===== src/rtl/run_control.sv =====
// Run controller: holds the processor in reset, lets it run until HALT or the
// watchdog limit, then reports DONE or TIMEOUT until RESTART or reset.
module run_control #(
    parameter int RESET_CYCLES     = 10,
    parameter int POST_HALT_CYCLES = 5,
    parameter int TIMEOUT_CYCLES   = 1000000,
    parameter int COUNT_WIDTH      = 32
) (
    input  logic                   CLK,
    input  logic                   RST_bar,
    input  logic                   RESTART,
    input  logic                   HALT,
    output logic                   CPU_RST_bar,
    output logic                   RUNNING,
    output logic                   DONE,
    output logic                   TIMEOUT,
    output logic [COUNT_WIDTH-1:0] CYCLES
);

    localparam int HOLD_W  = (RESET_CYCLES > 1) ? $clog2(RESET_CYCLES) : 1;
    localparam int DRAIN_W = (POST_HALT_CYCLES > 1) ? $clog2(POST_HALT_CYCLES) : 1;

    localparam logic [HOLD_W-1:0]      HOLD_LAST     = HOLD_W'(RESET_CYCLES - 1);
    localparam logic [DRAIN_W-1:0]     DRAIN_LAST    = DRAIN_W'(POST_HALT_CYCLES - 1);
    localparam logic [COUNT_WIDTH-1:0] TIMEOUT_LIMIT = COUNT_WIDTH'(TIMEOUT_CYCLES);
    localparam logic [COUNT_WIDTH-1:0] CYCLES_MAX    = {COUNT_WIDTH{1'b1}};

    typedef enum logic [2:0] {
        ST_HOLD     = 3'd0,
        ST_RUN      = 3'd1,
        ST_DRAIN    = 3'd2,
        ST_FINISHED = 3'd3,
        ST_EXPIRED  = 3'd4
    } state_e;

    state_e                   state_q,       state_d;
    logic [HOLD_W-1:0]        hold_cnt_q,    hold_cnt_d;
    logic [DRAIN_W-1:0]       drain_cnt_q,   drain_cnt_d;
    logic [COUNT_WIDTH-1:0]   cycles_q,      cycles_d;
    logic                     halt_q,        halt_d;
    logic                     cpu_rst_bar_q, cpu_rst_bar_d;
    logic                     running_q,     running_d;
    logic                     done_q,        done_d;
    logic                     timeout_q,     timeout_d;
    logic                     halt_rise_s;

    assign halt_rise_s = HALT & ~halt_q;

    // Next-state, counter and registered-output computation.
    always_comb begin
        state_d     = state_q;
        hold_cnt_d  = hold_cnt_q;
        drain_cnt_d = drain_cnt_q;
        cycles_d    = cycles_q;

        if (RESTART) begin
            state_d     = ST_HOLD;
            hold_cnt_d  = '0;
            drain_cnt_d = '0;
            cycles_d    = '0;
        end else begin
            case (state_q)
                ST_HOLD: begin
                    if (hold_cnt_q == HOLD_LAST) begin
                        state_d    = ST_RUN;
                        hold_cnt_d = '0;
                    end else begin
                        hold_cnt_d = hold_cnt_q + 1'b1;
                    end
                end
                ST_RUN: begin
                    // A halt rise wins over the watchdog on the same edge.
                    if (halt_rise_s) begin
                        state_d     = ST_DRAIN;
                        drain_cnt_d = '0;
                    end else if (cycles_q == TIMEOUT_LIMIT) begin
                        state_d = ST_EXPIRED;
                    end else if (cycles_q != CYCLES_MAX) begin
                        cycles_d = cycles_q + 1'b1;
                    end else begin
                        cycles_d = cycles_q;
                    end
                end
                ST_DRAIN: begin
                    if (drain_cnt_q == DRAIN_LAST) begin
                        state_d     = ST_FINISHED;
                        drain_cnt_d = '0;
                    end else begin
                        drain_cnt_d = drain_cnt_q + 1'b1;
                    end
                end
                ST_FINISHED: begin
                    state_d = ST_FINISHED;
                end
                ST_EXPIRED: begin
                    state_d = ST_EXPIRED;
                end
                default: begin
                    state_d     = ST_HOLD;
                    hold_cnt_d  = '0;
                    drain_cnt_d = '0;
                    cycles_d    = '0;
                end
            endcase
        end

        // The previous-HALT sample is held at zero through HOLD so that a HALT
        // already high when RUN starts is seen as a rise.
        if (RESTART || (state_q == ST_HOLD)) begin
            halt_d = 1'b0;
        end else begin
            halt_d = HALT;
        end

        cpu_rst_bar_d = (state_d == ST_RUN) || (state_d == ST_DRAIN) ||
                        (state_d == ST_FINISHED);
        running_d     = (state_d == ST_RUN) || (state_d == ST_DRAIN);
        done_d        = (state_d == ST_FINISHED);
        timeout_d     = (state_d == ST_EXPIRED);
    end

    // State machine, counters and output registers.
    always_ff @(posedge CLK or negedge RST_bar) begin
        if (!RST_bar) begin
            state_q       <= ST_HOLD;
            hold_cnt_q    <= '0;
            drain_cnt_q   <= '0;
            cycles_q      <= '0;
            halt_q        <= 1'b0;
            cpu_rst_bar_q <= 1'b0;
            running_q     <= 1'b0;
            done_q        <= 1'b0;
            timeout_q     <= 1'b0;
        end else begin
            state_q       <= state_d;
            hold_cnt_q    <= hold_cnt_d;
            drain_cnt_q   <= drain_cnt_d;
            cycles_q      <= cycles_d;
            halt_q        <= halt_d;
            cpu_rst_bar_q <= cpu_rst_bar_d;
            running_q     <= running_d;
            done_q        <= done_d;
            timeout_q     <= timeout_d;
        end
    end

    assign CPU_RST_bar = cpu_rst_bar_q;
    assign RUNNING     = running_q;
    assign DONE        = done_q;
    assign TIMEOUT     = timeout_q;
    assign CYCLES      = cycles_q;

endmodule


===== config.mk =====
export PLATFORM = sky130hd
export DESIGN_NAME = run_control
export DESIGN_NICKNAME = d
export VERILOG_FILES = /design/src/rtl/run_control.sv
export SDC_FILE = /design/constraint.sdc
export NUM_CORES = 1
export LEC_CHECK = 0
export BUFFER_PORTS_ARGS = -buffer_cell sky130_fd_sc_hd__buf_2
export CAP_MARGIN = 20
export CORE_ASPECT_RATIO = 0.6
export CORE_MARGIN = 3
export CORE_UTILIZATION = 50
export CTS_BUF_LIST = sky130_fd_sc_hd__clkbuf_4 sky130_fd_sc_hd__clkbuf_8 sky130_fd_sc_hd__clkbuf_16
export DETAILED_ROUTE_END_ITERATION = 16
export GPL_ROUTABILITY_DRIVEN = 0
export PLACE_DENSITY = 0.77
export SLEW_MARGIN = 20
export SYNTH_ARGS = -nofsm -noshare
export SYNTH_HDL_FRONTEND = slang
export SYNTH_SLANG_ARGS = --single-unit

===== constraint.sdc =====
create_clock -name CLK -period 3.5 [get_ports CLK]
set_input_delay 0.35 -clock CLK [delete_from_list [all_inputs] [get_ports CLK]]
set_output_delay 0.35 -clock CLK [all_outputs]
set_load 0.01 [all_outputs]

After elaboration in Yosys (flattened, before gate mapping)
Cells that the tools add are included.
- add/sub/neg operators: 3
- equality and inequality tests: 19
- multiplexer cells: 19
- bitwise logic cells: 2
- reduce and logical (&&, ||, !) cells: 9
- operators by type and width (cell ; number):
    two-way mux 32 bit ; 4
    one-hot mux 32 bit (2 select lines) ; 1
    adder 32 x 1 -> 32 bit, second input constant ; 1
    == test 32 x 20 -> 1 bit, second input constant ; 1
    inequality test 32 bit, second input constant ; 1
    two-way mux 3 bit ; 8
    one-hot mux 3 bit (5 select lines) ; 1
    == test 3 x 2 -> 1 bit, second input constant ; 4
    inequality test 3 bit, second input constant ; 4
    == test 3 bit, second input constant ; 3
    one-hot mux 3 bit (3 select lines) ; 1
    two-way mux 4 bit ; 2
    one-hot mux 4 bit (2 select lines) ; 1
    OR reduction 4 bit ; 2
    == test 3 x 1 -> 1 bit, second input constant ; 2
    inequality test 2 x 1 -> 1 bit, second input constant ; 3
    adder 4 x 1 -> 4 bit, second input constant ; 1
    == test 4 bit, second input constant ; 1
    AND reduction 4 bit ; 1
    adder 3 x 1 -> 3 bit, second input constant ; 1
    zero test 3 bit ; 1
    logical OR 1 bit ; 3
    OR reduction 3 bit ; 1
    AND reduction 2 bit ; 1
    3 further kinds ; 3
- register bits after elaboration: 47
- bits of input ports: 4
- output and inout bits: 36
- logic and storage cells: 61

Depth between registers and ports, before layout
- word-level depth: 8
- gate-level depth with buffers: 8
- depth with buffers taken out: 7

Least setup slack after synthesis
Ideal clock, no wire load.
- kind: register to register
- start point: register cycles_q[0], in the netlist CYCLES[0]
- end point: register cycles_q[14], in the netlist CYCLES[14]
- library setup time: 0.120 ns
- arrival: 2.086 ns
- required time: 3.380 ns
- path slack: 1.294 ns
- cell stages (with the launch flop): 8
- path buffers: 1
- clock period less this slack: 2.206 ns
- cells stage by stage: dfrtp_1 ha_1 nand2_1 or4_1 buf_2 a211oi_4 a31oi_1 a41o_2
- word-level cells in the longest chain between the ends: 6
- elaborated cells on any way between the ends: 11
- RTL lines (item ; line ; RTL):
    from (decl) ; 39 ; logic [COUNT_WIDTH-1:0] cycles_q, cycles_d;
    from (signal assigned) ; 138 ; cycles_q <= cycles_d;
    adder 32 x 1 -> 32 bit ; 79 ; cycles_d = cycles_q + 1'b1;
    two-way mux 32 bit ; 78 ; end else if (cycles_q != CYCLES_MAX) begin
    two-way mux 32 bit ; 76 ; end else if (cycles_q == TIMEOUT_LIMIT) begin
    two-way mux 32 bit ; 73 ; if (halt_rise_s) begin
    one-hot mux 32 bit (2 select lines) ; 62 ; case (state_q)
    two-way mux 32 bit ; 56 ; if (RESTART) begin
Several ways; a longest one is shown, not always the timed one. The select of a mux whose other input is x is not followed.
A chain may end at the register's enable or synchronous reset.

Worst setup path after layout
- start point: register cycles_q[1], in the netlist CYCLES[1]
- end point: register cycles_q[0], in the netlist CYCLES[0]
- word-level cells in the longest chain between the ends: 3
- elaborated cells on any way between the ends: 5
- RTL lines (item ; line):
    inequality test 32 bit or == test 32 x 20 -> 1 bit (tied branches) ; 78, 76
    inequality test 3 bit (no line) ; -
    AND reduction 4 bit (no line) * ; -
Mark *: on every way between the ends. The rest lies on a longest branch, timed or not.

==> impl_metrics.py <==
metrics = {
    "setup_path": {
        "critPathSlowestCell": "or4_1",
        "crit_arrival_ns": 2.74,
        "crit_required_ns": 3.68,
        "crit_start": "CYCLES[1]",
        "reg2reg_slack_ns": 0.95,
        "worstPathCellList": "ha_1 -> nand2_1 -> or4_1 -> o31ai_4 -> nor2_1 -> mux2i_1",
        "endpoint_kind": "register",
        "rr_startpoint": "CYCLES[1]",
        "ff2ff_path_depth": 6,
        "cp_max_fo": 8,
        "max_stage_delay_ns": 0.73,
        "cp-start-kind": "register",
        "critical_path_class": "register to register",
        "r2r-end": "CYCLES[0]",
    },
    "final_layout": {
        "syn_to_final_growth_pct": 11.9,
        "drive_gt1_frac": 0.196,
        "layout_common_cells": "dfrtp_1 (47), buf_2 (38), nand2_1 (30)",
        "fin_area_sq_mm": 0.00315,
        "fin_nets": 350,
        "final_common_cell": "dfrtp_1",
        "n_antenna_cell": 0,
    },
    "sta": {
        "setup_viol": 0,
        "worst_clock_skew_ns": 0.0131,
        "rsz0062_at_grt": "no",
        "drv_slew": 0,
        "setup_ws_ns": 0.946,
        "slew_headroom": 0.373,
        "min_period_over_period": 0.730,
        "fmax_mhz": 392,
        "hold_violations": 0,
        "min_period_ns": 2.55,
        "finalSetupTns_ns": 0,
        "worst_pin_slew_ns": 0.941,
    },
    "drt": {
        "drtIter0Drc": 181,
        "final_antenna_net_count": 0,
        "vias": 2599,
        "wl_per_cell_microns": 17.7,
        "drt-total-wl_mm": 7.22,
        "drc": 0,
        "firstDrtPassIters": 4,
        "vias_per_cell": 6.39,
    },
    "cts": {
        "cts_setup_buffers": 0,
        "cts_root_buf": "clkbuf_8",
        "clockBufferDepth": 2,
        "cts_tree": "built",
        "cts_hold_buf": 0,
        "cts_max_level": 2,
        "numCtsBuffers": 5,
        "worstSkewPairLatency_ns": 0.31,
        "cts.sinks": 47,
        "ctsResizeCount": 0,
        "clk_pin_slew_worst_paths_ns": 0.09,
    },
    "floorplan": {
        "row_count": 20,
        "fp.coreArea_sq_mm": 0.00526,
        "pin_count": 40,
        "fp.dieArea_sq_mm": 0.00660,
        "die_w_microns": 103,
        "dieHeight_microns": 64.1,
        "initial_core_util": 0.536,
    },
    "yosys": {
        "synth_top_family_by_area": "simple AND/OR/NAND/NOR gates",
        "ys_seq_area_frac": 0.418,
        "ys_ff_latch": 47,
        "syn_area_per_cell_sq_um": 9.11,
        "synth_fa_ha_area_frac": 0.0267,
        "synth_cell_types": 60,
        "syn_inst": 309,
        "synth_compound_area_frac": 0.189,
        "synth_simple_gate_area_frac": 0.283,
        "synthXorXnorAreaFrac": 0.0124,
        "synth_top_area_share": 0.418,
        "synth-edff-count": 0,
        "synth_area_sq_mm": 0.00282,
        "synthTopCellsByArea": "dfrtp_1 (42%), nand2_1 (4.0%), a21oi_1 (3.9%), nor2_1 (3.6%), nand4_1 (2.9%)",
        "synth_top_area_cell": "dfrtp_1",
        "async_flop_share": 1.00,
        "yosysWarnings": 0,
        "synth_fp_nets": 319,
        "muxShareOfSynthArea": 0.0218,
        "synth-main-ff-cell": "dfrtp_1",
    },
    "global_route": {
        "grt_start_max_net_pins": 48,
        "antenna_found_initial": 0,
        "grt_pass1_vias": 2387,
        "overflow": 0,
        "grt_pass1_wl_mm": 12.0,
        "grt.total_usage": 0.234,
    },
    "power": {
        "peakVddDrop_mv": 0.157,
        "totalPowerFinal_mw": 1.08,
        "power_density_mw_per_mm2": 342,
        "power.leakage_nw": 1.41,
    },
    "placement": {
        "dpl_cell_area_sq_mm": 0.00301,
        "dp_hpwl_mm": 5.19,
        "portBuffers": 39,
        "place_worst_setup_slack_ns": 1.03,
    },
    "min_path": {
        "hold_path_class": "input pin to async pin",
    },
    "flow_run": {
        "cap_violations": 0,
    },
    "outcome": {
        "status": "completed",
    },
}
==> worst max path at each step <==
stage	slack, ns	depth (start not counted)	to
4_1_cts	1.0	6	CYCLES[13]
6_report	0.95	6	CYCLES[0]
3_5_place_dp	1.03	6	CYCLES[13]
3_3_place_gp	1.14	6	CYCLES[13]
2_1_floorplan	1.29	7	CYCLES[14]
5_1_grt	0.78	5	CYCLES[10]
==> per-stage QoR <==
step                      std cells  hold slack, ns  utilization
after detailed placement        399           0.561        0.573
after global placement          399           0.554        0.573
after floorplan                 309          0.0544            -
final                           407          0.0478        0.600
after global routing            407          0.0985        0.600
after CTS                       407           0.270        0.599
==> flip-flops by register name (all words and copies together), names as in the netlist <==
| register | count |
|---|---|
| CPU_RST_bar | 1 |
| halt_q | 1 |
| DONE | 1 |
| state_q | 3 |
| hold_cnt_q | 4 |
| drain_cnt_q | 3 |
| CYCLES | 32 |
| TIMEOUT | 1 |
| RUNNING | 1 |
==> worst max-delay path: cells and delay by family (launching register included) <==
family | cells | cell delay, ns
AND/OR/NAND/NOR | 3 | 1.03
AO/OA/AOI/OAI | 1 | 0.49
flip-flops | 1 | 0.43
adder cells (fa/ha/maj) | 1 | 0.31
multiplexers | 1 | 0.16
==> kinds of logic after synthesis <==
logic type,after synthesis
AND/OR/NAND/NOR,143
AO/OA/AOI/OAI,74
flip-flops,47
buffers and inverters,29
multiplexers,6
adder cells (fa/ha/maj),6
XOR/XNOR,4
==> layout make-up <==
| class | count | area [sq um] |
|---|---|---|
| flip-flops and latches | 47 | 1180 |
| inverters | 12 | 45.0 |
| fillers | 462 | 2100 |
| well taps | 66 | 82.6 |
| multi-input cells | 233 | 1500 |
| clock buffers | 6 | 76.3 |
| repair buffers | 41 | 213 |
| clock inverters | 2 | 60.1 |
==> cells in the mapped netlist (5+ instances only) <==
| cell | count |
|---|---|
| o21ai_0 | 15 |
| nand2_1 | 30 |
| dfrtp_1 | 47 |
| mux2i_1 | 5 |
| o31ai_1 | 7 |
| or3_1 | 10 |
| nand4_1 | 13 |
| clkbuf_1 | 8 |
| or4_1 | 10 |
| nor2_1 | 27 |
| inv_1 | 12 |
| ha_1 | 6 |
| nand3_1 | 13 |
| a21oi_1 | 22 |
| nor4_1 | 6 |
| nor3_1 | 5 |
==> metal layers <==
metal / GRT usage / share of wire
met5: 0 / 0
met4: 0.0582 / 0.0084
met2: 0.314 / 0.42
met3: 0.0578 / 0.085
met1: 0.372 / 0.49
==> report_power, final <==
part	switching (mW)	internal [mW]
Clock	0.185	0.293
Combinational	0.0379	0.0127
Sequential	0.00368	0.545
Power figures use the tool's default switching activity.
